--- src/rtl/uart_frame_pkg.sv ---
// rtl/uart_frame_pkg.sv - shared types and constants for the UART command-frame controller
package uart_frame_pkg;

  localparam logic [7:0] SYNC_BYTE = 8'hA5;
  localparam int         FRAME_LEN = 6;

  typedef enum logic [$clog2(FRAME_LEN)-1:0] {
    ST_HUNT,
    ST_OP,
    ST_ADDR,
    ST_DHI,
    ST_DLO,
    ST_CHK
  } frame_state_e;

  typedef struct packed {
    logic [7:0]  op;
    logic [7:0]  addr;
    logic [15:0] data;
  } cmd_t;

endpackage

--- src/rtl/uart_frame_ctrl_if.sv ---
// rtl/uart_frame_ctrl_if.sv - byte stream in, command out and error reporting of the frame controller
interface uart_frame_ctrl_if;

  logic [7:0]  rx_data;
  logic        rx_done;
  logic        rx_err;

  logic        cmd_valid;
  logic        cmd_ready;
  logic [7:0]  cmd_op;
  logic [7:0]  cmd_addr;
  logic [15:0] cmd_data;

  logic        err_chk;
  logic        err_frame;
  logic        err_timeout;
  logic        err_overrun;
  logic [7:0]  err_cnt;
  logic        err_clr;

  modport slave (
    input  rx_data, rx_done, rx_err, cmd_ready, err_clr,
    output cmd_valid, cmd_op, cmd_addr, cmd_data,
    output err_chk, err_frame, err_timeout, err_overrun, err_cnt
  );

  modport master (
    output rx_data, rx_done, rx_err, cmd_ready, err_clr,
    input  cmd_valid, cmd_op, cmd_addr, cmd_data,
    input  err_chk, err_frame, err_timeout, err_overrun, err_cnt
  );

endinterface

--- src/rtl/frame_timeout.sv ---
// rtl/frame_timeout.sv - inter-byte gap watchdog: reload on clr, count down while run
module frame_timeout #(
  parameter int TIMEOUT_CYCLES = 16
) (
  input  logic clk,
  input  logic anrst,
  input  logic clr,
  input  logic run,
  output logic expire
);

  localparam int             CW   = (TIMEOUT_CYCLES > 1) ? $clog2(TIMEOUT_CYCLES) : 1;
  localparam logic [CW-1:0]  LOAD = CW'(TIMEOUT_CYCLES - 1);

  logic [CW-1:0] cnt_q, cnt_d;

  always_comb begin
    cnt_d = cnt_q;
    if (clr) begin
      cnt_d = LOAD;
    end else if (run && (cnt_q != '0)) begin
      cnt_d = cnt_q - 1'b1;
    end
  end

  // A clear in the terminal cycle means a byte arrived in time, so it masks expiry.
  assign expire = run && !clr && (cnt_q == '0);

  always_ff @(posedge clk or negedge anrst) begin
    if (!anrst) begin
      cnt_q <= '0;
    end else begin
      cnt_q <= cnt_d;
    end
  end

endmodule

--- src/rtl/uart_frame_ctrl.sv ---
// rtl/uart_frame_ctrl.sv - sync hunt, frame collection, XOR check and command handoff behind uart_rx
module uart_frame_ctrl
  import uart_frame_pkg::*;
#(
  parameter int  CLK_HZ         = 200_000_000,
  parameter int  BAUD           = 9600,
  parameter int  TIMEOUT_BYTES  = 4,
  localparam int TIMEOUT_CYCLES = CLK_HZ / BAUD * 10 * TIMEOUT_BYTES
) (
  input logic              clk,
  input logic              anrst,
  uart_frame_ctrl_if.slave frm_if
);

  frame_state_e state_q, state_d;
  logic [7:0]   op_q, op_d;
  logic [7:0]   addr_q, addr_d;
  logic [7:0]   dhi_q, dhi_d;
  logic [7:0]   dlo_q, dlo_d;
  logic [7:0]   xor_q, xor_d;
  cmd_t         cmd_q, cmd_d;
  logic         cmd_valid_q, cmd_valid_d;
  logic         err_chk_q, err_chk_d;
  logic         err_frame_q, err_frame_d;
  logic         err_timeout_q, err_timeout_d;
  logic         err_overrun_q, err_overrun_d;
  logic [7:0]   err_cnt_q, err_cnt_d;

  logic byte_ok;
  logic slot_free;
  logic expire;

  assign byte_ok   = frm_if.rx_done && !frm_if.rx_err;
  assign slot_free = !cmd_valid_q || frm_if.cmd_ready;

  frame_timeout #(
    .TIMEOUT_CYCLES(TIMEOUT_CYCLES)
  ) u_timeout (
    .clk    (clk),
    .anrst  (anrst),
    .clr    (byte_ok),
    .run    (state_q != ST_HUNT),
    .expire (expire)
  );

  always_comb begin
    state_d       = state_q;
    op_d          = op_q;
    addr_d        = addr_q;
    dhi_d         = dhi_q;
    dlo_d         = dlo_q;
    xor_d         = xor_q;
    cmd_d         = cmd_q;
    cmd_valid_d   = cmd_valid_q && !frm_if.cmd_ready;
    err_chk_d     = 1'b0;
    err_frame_d   = 1'b0;
    err_timeout_d = 1'b0;
    err_overrun_d = 1'b0;

    if (frm_if.rx_err) begin
      state_d     = ST_HUNT;
      err_frame_d = 1'b1;
    end else if (frm_if.rx_done) begin
      case (state_q)
        ST_HUNT: if (frm_if.rx_data == SYNC_BYTE) state_d = ST_OP;
        ST_OP: begin
          op_d    = frm_if.rx_data;
          xor_d   = frm_if.rx_data;
          state_d = ST_ADDR;
        end
        ST_ADDR: begin
          addr_d  = frm_if.rx_data;
          xor_d   = xor_q ^ frm_if.rx_data;
          state_d = ST_DHI;
        end
        ST_DHI: begin
          dhi_d   = frm_if.rx_data;
          xor_d   = xor_q ^ frm_if.rx_data;
          state_d = ST_DLO;
        end
        ST_DLO: begin
          dlo_d   = frm_if.rx_data;
          xor_d   = xor_q ^ frm_if.rx_data;
          state_d = ST_CHK;
        end
        ST_CHK: begin
          state_d = ST_HUNT;
          if (frm_if.rx_data != xor_q) begin
            err_chk_d = 1'b1;
          end else if (slot_free) begin
            cmd_d       = '{op: op_q, addr: addr_q, data: {dhi_q, dlo_q}};
            cmd_valid_d = 1'b1;
          end else begin
            err_overrun_d = 1'b1;
          end
        end
        default: state_d = ST_HUNT;
      endcase
    end else if (expire) begin
      state_d       = ST_HUNT;
      err_timeout_d = 1'b1;
    end
  end

  always_comb begin
    err_cnt_d = err_cnt_q;
    if (frm_if.err_clr) begin
      err_cnt_d = '0;
    end else if ((err_chk_q || err_frame_q || err_timeout_q || err_overrun_q) &&
                 (err_cnt_q != 8'hFF)) begin
      err_cnt_d = err_cnt_q + 8'd1;
    end
  end

  always_ff @(posedge clk or negedge anrst) begin
    if (!anrst) begin
      state_q       <= ST_HUNT;
      op_q          <= '0;
      addr_q        <= '0;
      dhi_q         <= '0;
      dlo_q         <= '0;
      xor_q         <= '0;
      cmd_q         <= '0;
      cmd_valid_q   <= 1'b0;
      err_chk_q     <= 1'b0;
      err_frame_q   <= 1'b0;
      err_timeout_q <= 1'b0;
      err_overrun_q <= 1'b0;
      err_cnt_q     <= '0;
    end else begin
      state_q       <= state_d;
      op_q          <= op_d;
      addr_q        <= addr_d;
      dhi_q         <= dhi_d;
      dlo_q         <= dlo_d;
      xor_q         <= xor_d;
      cmd_q         <= cmd_d;
      cmd_valid_q   <= cmd_valid_d;
      err_chk_q     <= err_chk_d;
      err_frame_q   <= err_frame_d;
      err_timeout_q <= err_timeout_d;
      err_overrun_q <= err_overrun_d;
      err_cnt_q     <= err_cnt_d;
    end
  end

  assign frm_if.cmd_valid   = cmd_valid_q;
  assign frm_if.cmd_op      = cmd_q.op;
  assign frm_if.cmd_addr    = cmd_q.addr;
  assign frm_if.cmd_data    = cmd_q.data;
  assign frm_if.err_chk     = err_chk_q;
  assign frm_if.err_frame   = err_frame_q;
  assign frm_if.err_timeout = err_timeout_q;
  assign frm_if.err_overrun = err_overrun_q;
  assign frm_if.err_cnt     = err_cnt_q;

endmodule

--- src/flat_wrapper.sv ---
// flat-port wrapper written by rule: the top's interface ports become plain ports
module uart_frame_ctrl_flat import uart_frame_pkg::*;
#(
  parameter int  CLK_HZ         = 200_000_000,
  parameter int  BAUD           = 9600,
  parameter int  TIMEOUT_BYTES  = 4,
  localparam int TIMEOUT_CYCLES = CLK_HZ / BAUD * 10 * TIMEOUT_BYTES
)
  (clk, anrst, frm_if_rx_data, frm_if_rx_done, frm_if_rx_err, frm_if_cmd_ready, frm_if_err_clr, frm_if_cmd_valid, frm_if_cmd_op, frm_if_cmd_addr, frm_if_cmd_data, frm_if_err_chk, frm_if_err_frame, frm_if_err_timeout, frm_if_err_overrun, frm_if_err_cnt);
  uart_frame_ctrl_if frm_if_i ();
  input logic clk;
  input logic anrst;
  input wire logic [$bits(frm_if_i.rx_data)-1:0] frm_if_rx_data;
  input wire logic [$bits(frm_if_i.rx_done)-1:0] frm_if_rx_done;
  input wire logic [$bits(frm_if_i.rx_err)-1:0] frm_if_rx_err;
  input wire logic [$bits(frm_if_i.cmd_ready)-1:0] frm_if_cmd_ready;
  input wire logic [$bits(frm_if_i.err_clr)-1:0] frm_if_err_clr;
  output wire logic [$bits(frm_if_i.cmd_valid)-1:0] frm_if_cmd_valid;
  output wire logic [$bits(frm_if_i.cmd_op)-1:0] frm_if_cmd_op;
  output wire logic [$bits(frm_if_i.cmd_addr)-1:0] frm_if_cmd_addr;
  output wire logic [$bits(frm_if_i.cmd_data)-1:0] frm_if_cmd_data;
  output wire logic [$bits(frm_if_i.err_chk)-1:0] frm_if_err_chk;
  output wire logic [$bits(frm_if_i.err_frame)-1:0] frm_if_err_frame;
  output wire logic [$bits(frm_if_i.err_timeout)-1:0] frm_if_err_timeout;
  output wire logic [$bits(frm_if_i.err_overrun)-1:0] frm_if_err_overrun;
  output wire logic [$bits(frm_if_i.err_cnt)-1:0] frm_if_err_cnt;
  assign frm_if_i.rx_data = frm_if_rx_data;
  assign frm_if_i.rx_done = frm_if_rx_done;
  assign frm_if_i.rx_err = frm_if_rx_err;
  assign frm_if_i.cmd_ready = frm_if_cmd_ready;
  assign frm_if_i.err_clr = frm_if_err_clr;
  assign frm_if_cmd_valid = frm_if_i.cmd_valid;
  assign frm_if_cmd_op = frm_if_i.cmd_op;
  assign frm_if_cmd_addr = frm_if_i.cmd_addr;
  assign frm_if_cmd_data = frm_if_i.cmd_data;
  assign frm_if_err_chk = frm_if_i.err_chk;
  assign frm_if_err_frame = frm_if_i.err_frame;
  assign frm_if_err_timeout = frm_if_i.err_timeout;
  assign frm_if_err_overrun = frm_if_i.err_overrun;
  assign frm_if_err_cnt = frm_if_i.err_cnt;
  uart_frame_ctrl #(.CLK_HZ(CLK_HZ), .BAUD(BAUD), .TIMEOUT_BYTES(TIMEOUT_BYTES)) u_core (.clk(clk), .anrst(anrst), .frm_if(frm_if_i));
endmodule
--- config.mk ---
export PLATFORM = sky130hd
export DESIGN_NAME = uart_frame_ctrl_flat
export DESIGN_NICKNAME = d
export VERILOG_FILES = /design/src/rtl/uart_frame_pkg.sv /design/src/rtl/uart_frame_ctrl_if.sv /design/src/rtl/frame_timeout.sv /design/src/rtl/uart_frame_ctrl.sv /design/src/flat_wrapper.sv
export SDC_FILE = /design/constraint.sdc
export NUM_CORES = 1
export LEC_CHECK = 0
export BUFFER_PORTS_ARGS = -buffer_cell sky130_fd_sc_hd__buf_2
export CORE_MARGIN = 2
export CORE_UTILIZATION = 62
export DETAILED_ROUTE_END_ITERATION = 12
export PLACE_DENSITY_LB_ADDON = 0.1
export SLEW_MARGIN = 15
export SYNTH_ARGS = -nofsm -noshare
export SYNTH_HDL_FRONTEND = slang
export SYNTH_SLANG_ARGS = --single-unit
--- constraint.sdc ---
create_clock -name clk -period 4.3 [get_ports clk]
set_clock_uncertainty 0.05 [all_clocks]
set_input_delay 0.86 -clock clk [delete_from_list [all_inputs] [get_ports clk]]
set_output_delay 0.86 -clock clk [all_outputs]
set_load 0.01 [all_outputs]
# Word level (Yosys, flattened, before mapping)
# Index checks and enable logic that the tools add are counted.
dict set report totals {
  ff_bits 108
  elab_cells 88
  romBits 0
  memories 0
  ramBits 0
  latchBits 0
  input_bits 14
}
dict set report op_classes {
  magnitude_cmp 0
  muxes 28
  addsub 2
  reduce_logical 30
  n_bitwise 3
  n_eq_ne 9
  n_shift 0
  div_mod_pow 0
  multipliers 0
}
# operator count
set ops {}
lappend ops {{$mux W20} 2}
lappend ops {{$logic_not A20 Y1} 1}
lappend ops {{$reduce_bool A20 Y1} 1}
lappend ops {{$sub A20 B1 Y20 const B} 1}
lappend ops {{$mux W1} 18}
lappend ops {{$mux W8} 2}
lappend ops {{$pmux W8 S2} 1}
lappend ops {{$pmux W3 S5} 1}
lappend ops {{$reduce_and A3 Y1} 5}
lappend ops {{$mux W3} 4}
lappend ops {{$add A8 B1 Y8 const B} 1}
lappend ops {{$eq A8 B8 Y1 const B} 1}
lappend ops {{$ne A8 B8 Y1} 1}
lappend ops {{$ne A8 B8 Y1 const B} 1}
lappend ops {{$xor A8 B8 Y8} 1}
lappend ops {{$eq A3 B2 Y1 const B} 2}
lappend ops {{$eq A3 B3 Y1 const B} 2}
lappend ops {{$logic_and A1 B1 Y1} 6}
lappend ops {{$reduce_bool A2 Y1} 3}
lappend ops {{$reduce_bool A3 Y1} 2}
lappend ops {{$reduce_and A5 Y1} 1}
lappend ops {{$logic_not A1 Y1} 4}
lappend ops {{$logic_or A1 B1 Y1} 4}
lappend ops {{$ne A4 B3 Y1 const B} 1}
lappend ops {{5 further kinds} 6}

# Longest topological paths before layout
dict set report logic_depth {
  ltp_word 8
  depth_mapped 8
  mapped_depth_nobuf 7
}

# Hierarchy
# Synthesis repeated with hierarchy kept, for this count alone.
dict set report unflattened {
  cells_unflattened 413
  hier_area_um2 5159.9
}
# module n_inst area_per_inst_um2 cells_per_inst seq_area_each_um2
set by_module_without_submodules {}
lappend by_module_without_submodules {uart_frame_ctrl 1 3878.7 281 2202.1}
lappend by_module_without_submodules {frame_timeout 1 1281.2 132 500.5}

# Least setup slack after synthesis
# No wires, ideal clock.
dict set report synth_path {
  kind {input to register}
  start {input frm_if_rx_done}
  end {register u_core.dlo_q[0]}
  cell_stages 5
  setup_slack_ns 1.968
  arrival_time_ns 2.158
  cell_sequence {clkbuf_1 > nor2b_1 > clkbuf_1 > nand3_1 > mux2_2}
}
dict set report synth_between {
  elab_chain_len 1
}
# item line
set synth_rtl {}
lappend synth_rtl {{from (decl)} flat_wrapper.sv:14} ;# input wire logic [$bits(frm_if_i.rx_done)-1:0] frm_if_rx_done;
lappend synth_rtl {{$reduce_and A3 Y1 (no source line)} n/a}
lappend synth_rtl {{to (signal assigned)} uart_frame_ctrl.sv:135} ;# dlo_q <= dlo_d;
lappend synth_rtl {{to (decl)} uart_frame_ctrl.sv:19} ;# logic [7:0] dlo_q, dlo_d;
# Every way passes these cells.
# A chain may end at the register's enable or synchronous reset.

# Worst setup path in the final report
dict set report layout_path {
  start {input frm_if_rx_done}
  end {register u_core.cmd_q (netlist bit u_core.frm_if.cmd_addr[4])}
}
dict set report layout_between {
  elab_chain_len 1
}
# item line
set layout_rtl {}
lappend layout_rtl {{$reduce_and A5 Y1 (no source line)} n/a}
lappend layout_rtl {{to (signal assigned)} uart_frame_ctrl.sv:137} ;# cmd_q <= cmd_d;
lappend layout_rtl {{to (decl)} uart_frame_ctrl.sv:21} ;# cmd_t cmd_q, cmd_d;
# Every way passes these cells.

==> impl_results.md <==
- Status: finished, final reports clean
- Req. time, crit path: between 4 and 5 ns
- Die height: just over 90 um
- Dpl cell area: between 5000 and 6000 um^2
- Total Routing Usage GR: approximately a quarter
- DRT Pass-1 Iters: 4
- Clk sinks: about 110
- Grt ovf: 0
- Hold Vio Cnt, Final: 0
- WL final: a little over 9 mm
- Remaining DRCs: 0
- Post-synthesis sequential area ratio: approximately 57%
- Max-cap viol count: 0
- Fin nets: 463
- Root Driver: clkbuf_8
- Setup violations, final: 0
- H-tree levels: 3
- Peak Freq: ~400 MHz
- Unrepaired setup endpoints after global routing: false
- Yosys top cell area share: between 50% and 60%
- Multi-input logic area: a little under 2000 um^2
- Syn avg cell area: between 10 and 15 um^2
- Placeable Area: 7610 um^2
- Number of fill cells: approximately 570
- Clk slew on worst S/H paths: around 0.090 ns
- CP Class: input port to register
- Layout cell share with drive strength beyond 1: between 30% and 40%
- CTS tree: built
- Pins over their slew limit: 0
- Non-filler cells, final: between 500 and 600
- Critical Path End Type: register
- Psw: a little under 400 uW
- Post-Syn Nets: between 400 and 500
- Most common cell in the netlist: dfrtp_1
- Worst min path class: register to register
- Initial antenna violation count: 0
- DIE AREA: 8430 um^2
- Final Instance Area: 5330 um^2
- Final min period: 2.53 ns
- Period utilisation layout: roughly three fifths
- Crit path max fanout: 32
- Cts hold-fix bufs: 0
- Clk_lat worst skew: between 0.3 and 0.4 ns
- First-pass GRT wire length: 15.8 mm
- Placed insts: between 500 and 600
- Via density: ~5.8
- Register area: between 2000 and 3000 um^2
- Total negative slack: 0 ns
- ANT nets after route: 0
- Ys Warns: 0
- Clock share of power: a little over a third
- Initial cell density of the core: ~63%
- Util after Layout: 70.1%
- Longest Clk Path Bufs: 2
- Netlist Area Pre-Place: 4780 um^2
- Hold slack: around 0.46 ns
- Num rows: 32
- Combinational share of power: 4.0%
- WL/cell: approximately 16 um
- Crit start category: input port
- Asr flop ratio synth: 100%
- Cell Pwr Density: 321 nW/um^2
- Drt first-iter violations: around 120
- Slew margin rel.: 43.9%
- # Post-CTS Setup Buffers: 0
- Die Width: 91.8 um
- Lkg Pwr: between 2 and 3 nW
- Synthesis-to-layout area growth: 11.5%
- Post-synth EDFFs: 0
- Largest cells by area after synthesis: dfrtp_1 (57%), mux2_2 (15%), xnor2_1 (4.2%)
- Cell count after synthesis: ~400
- Number of port buffers: 58
- Worst-Margin Slew: between 0.8 and 0.9 ns
- Max IR drop VDD: between 0.0002 and 0.0003 V
- Post-synth cell types: 44
- Internal Dissipation: 1.32 mW
- Dpl hpwl: 6.21 mm
- Post-CTS sizing: 0
- WP data arrival: 2.73 ns
- Ant diodes: 0
- Switching share of total power: a little under a quarter
- Synth Register Bits: 108
- Routability congestion estimate: between 0.8 and 0.9
- I/O pin cnt: between 50 and 60
- Top FF cell, synth: dfrtp_1
- Vias in the first global route: 3,237
- Largest area contributor in the netlist: dfrtp_1
- Via Count: between 3,000 and 4,000
- Total CTS buffers: 9
- Synth top cells by count: dfrtp_1 (108), mux2_2 (64), nor2_1 (26)
- Pin count of the biggest net entering global routing: 60
- Sequential share of power: 59.9%
## critical path, cell delays in order
cell	delay (ns)
buf_2	0.16
nor2b_1	0.70
and3_1	0.31
nand3_1	0.09
buf_4	0.28
mux2_2	0.32
## per-layer routing
metal | up-vias | GRT usage (%) | wire length (um)
met5 | - | 0 | 0
met3 | 6 | 5.09 | 395
li1 | 1505 | - | -
met1 | 1609 | 31.4 | 4010
met4 | 0 | 4.73 | 72
met2 | 66 | 39.7 | 4600
## power groups by stage
stage | sequential, mW | clock (mW) | combinational [mW]
6_report | 1.03 | 0.617 | 0.0690
5_1_grt | 1.03 | 0.674 | 0.0792
4_1_cts | 1.03 | 0.634 | 0.0715
3_5_place_dp | 1.05 | 0 | 0.0713
3_3_place_gp | 1.04 | 0 | 0.0697
2_1_floorplan | 1.05 | 0 | 0.0313
## final cells by class
cell class | count | share of cell area, %
clock inverter | 5 | 1.22
clock buffer | 11 | 2.46
sequential | 108 | 50.7
inverter | 4 | 0.281
timing repair buffer | 61 | 5.91
tap | 102 | 2.39
multi-input combinational | 262 | 37.1
## cell usage in the layout (no fill, tap or decap), types with 5 or more instances in the layout
master	synthesis	routed
nand2_1	24	24
dfrtp_1	108	108
nand4_1	5	5
nor4_1	5	5
or3_1	7	7
nand3_1	8	8
mux2i_1	9	9
o21ai_0	9	9
clkbuf_8	0	9
nor2_1	26	26
nor3_1	8	8
a21oi_1	24	24
mux2_2	64	64
or4_1	5	5
xnor2_1	23	23
buf_2	4	57
## flip-flops by register name (all words and copies together) (netlist names)
name,flops
u_core.u_timeout.cnt_q,20
u_core.frm_if.cmd_data,16
u_core.addr_q,8
u_core.dhi_q,8
u_core.dlo_q,8
u_core.frm_if.cmd_addr,8
u_core.frm_if.cmd_op,8
u_core.frm_if.err_cnt,8
u_core.op_q,8
u_core.xor_q,8
u_core.state_q,3
u_core.frm_if.cmd_valid,1
u_core.frm_if.err_chk,1
u_core.frm_if.err_frame,1
u_core.frm_if.err_overrun,1
u_core.frm_if.err_timeout,1
## path summary, 6_finish.rpt
check | start | endpoint | slack (ns) | cells past startpoint
max | frm_if_rx_done | u_core.frm_if.cmd_addr[4] | 1.77 | 6
min | u_core.frm_if.cmd_addr[1] | u_core.frm_if.cmd_addr[1] | 0.46 | 1
max reg2reg | u_core.u_timeout.cnt_q[13] | u_core.u_timeout.cnt_q[15] | 1.79 | 5
min reg2reg | u_core.frm_if.cmd_addr[1] | u_core.frm_if.cmd_addr[1] | 0.46 | 1
max in group asynchronous | anrst | u_core.u_timeout.cnt_q[10] | 2.88 | 2
min in group asynchronous | anrst | u_core.frm_if.err_cnt[3] | 0.49 | 1
## through the flow
| stage | total power, mW | setup slack [ns] |
|---|---|---|
| after floorplan | 1.08 | 1.97 |
| after global routing | 1.78 | 1.65 |
| after CTS | 1.73 | 1.79 |
| after global placement | 1.11 | 1.46 |
| after detailed placement | 1.12 | 1.38 |
| final | 1.71 | 1.77 |
## logic make-up after synthesis
kind of cell / Yosys count / share of synthesized area (%)
AO/OA/AOI/OAI: 47 / 5.70
XOR/XNOR: 25 / 4.58
adder cells (fa/ha/maj): 3 / 0.785
buffers and inverters: 26 / 2.15
flip-flops: 108 / 56.5
multiplexers: 74 / 17.2
AND/OR/NAND/NOR: 113 / 13.0
Power figures use the tool's default switching activity.
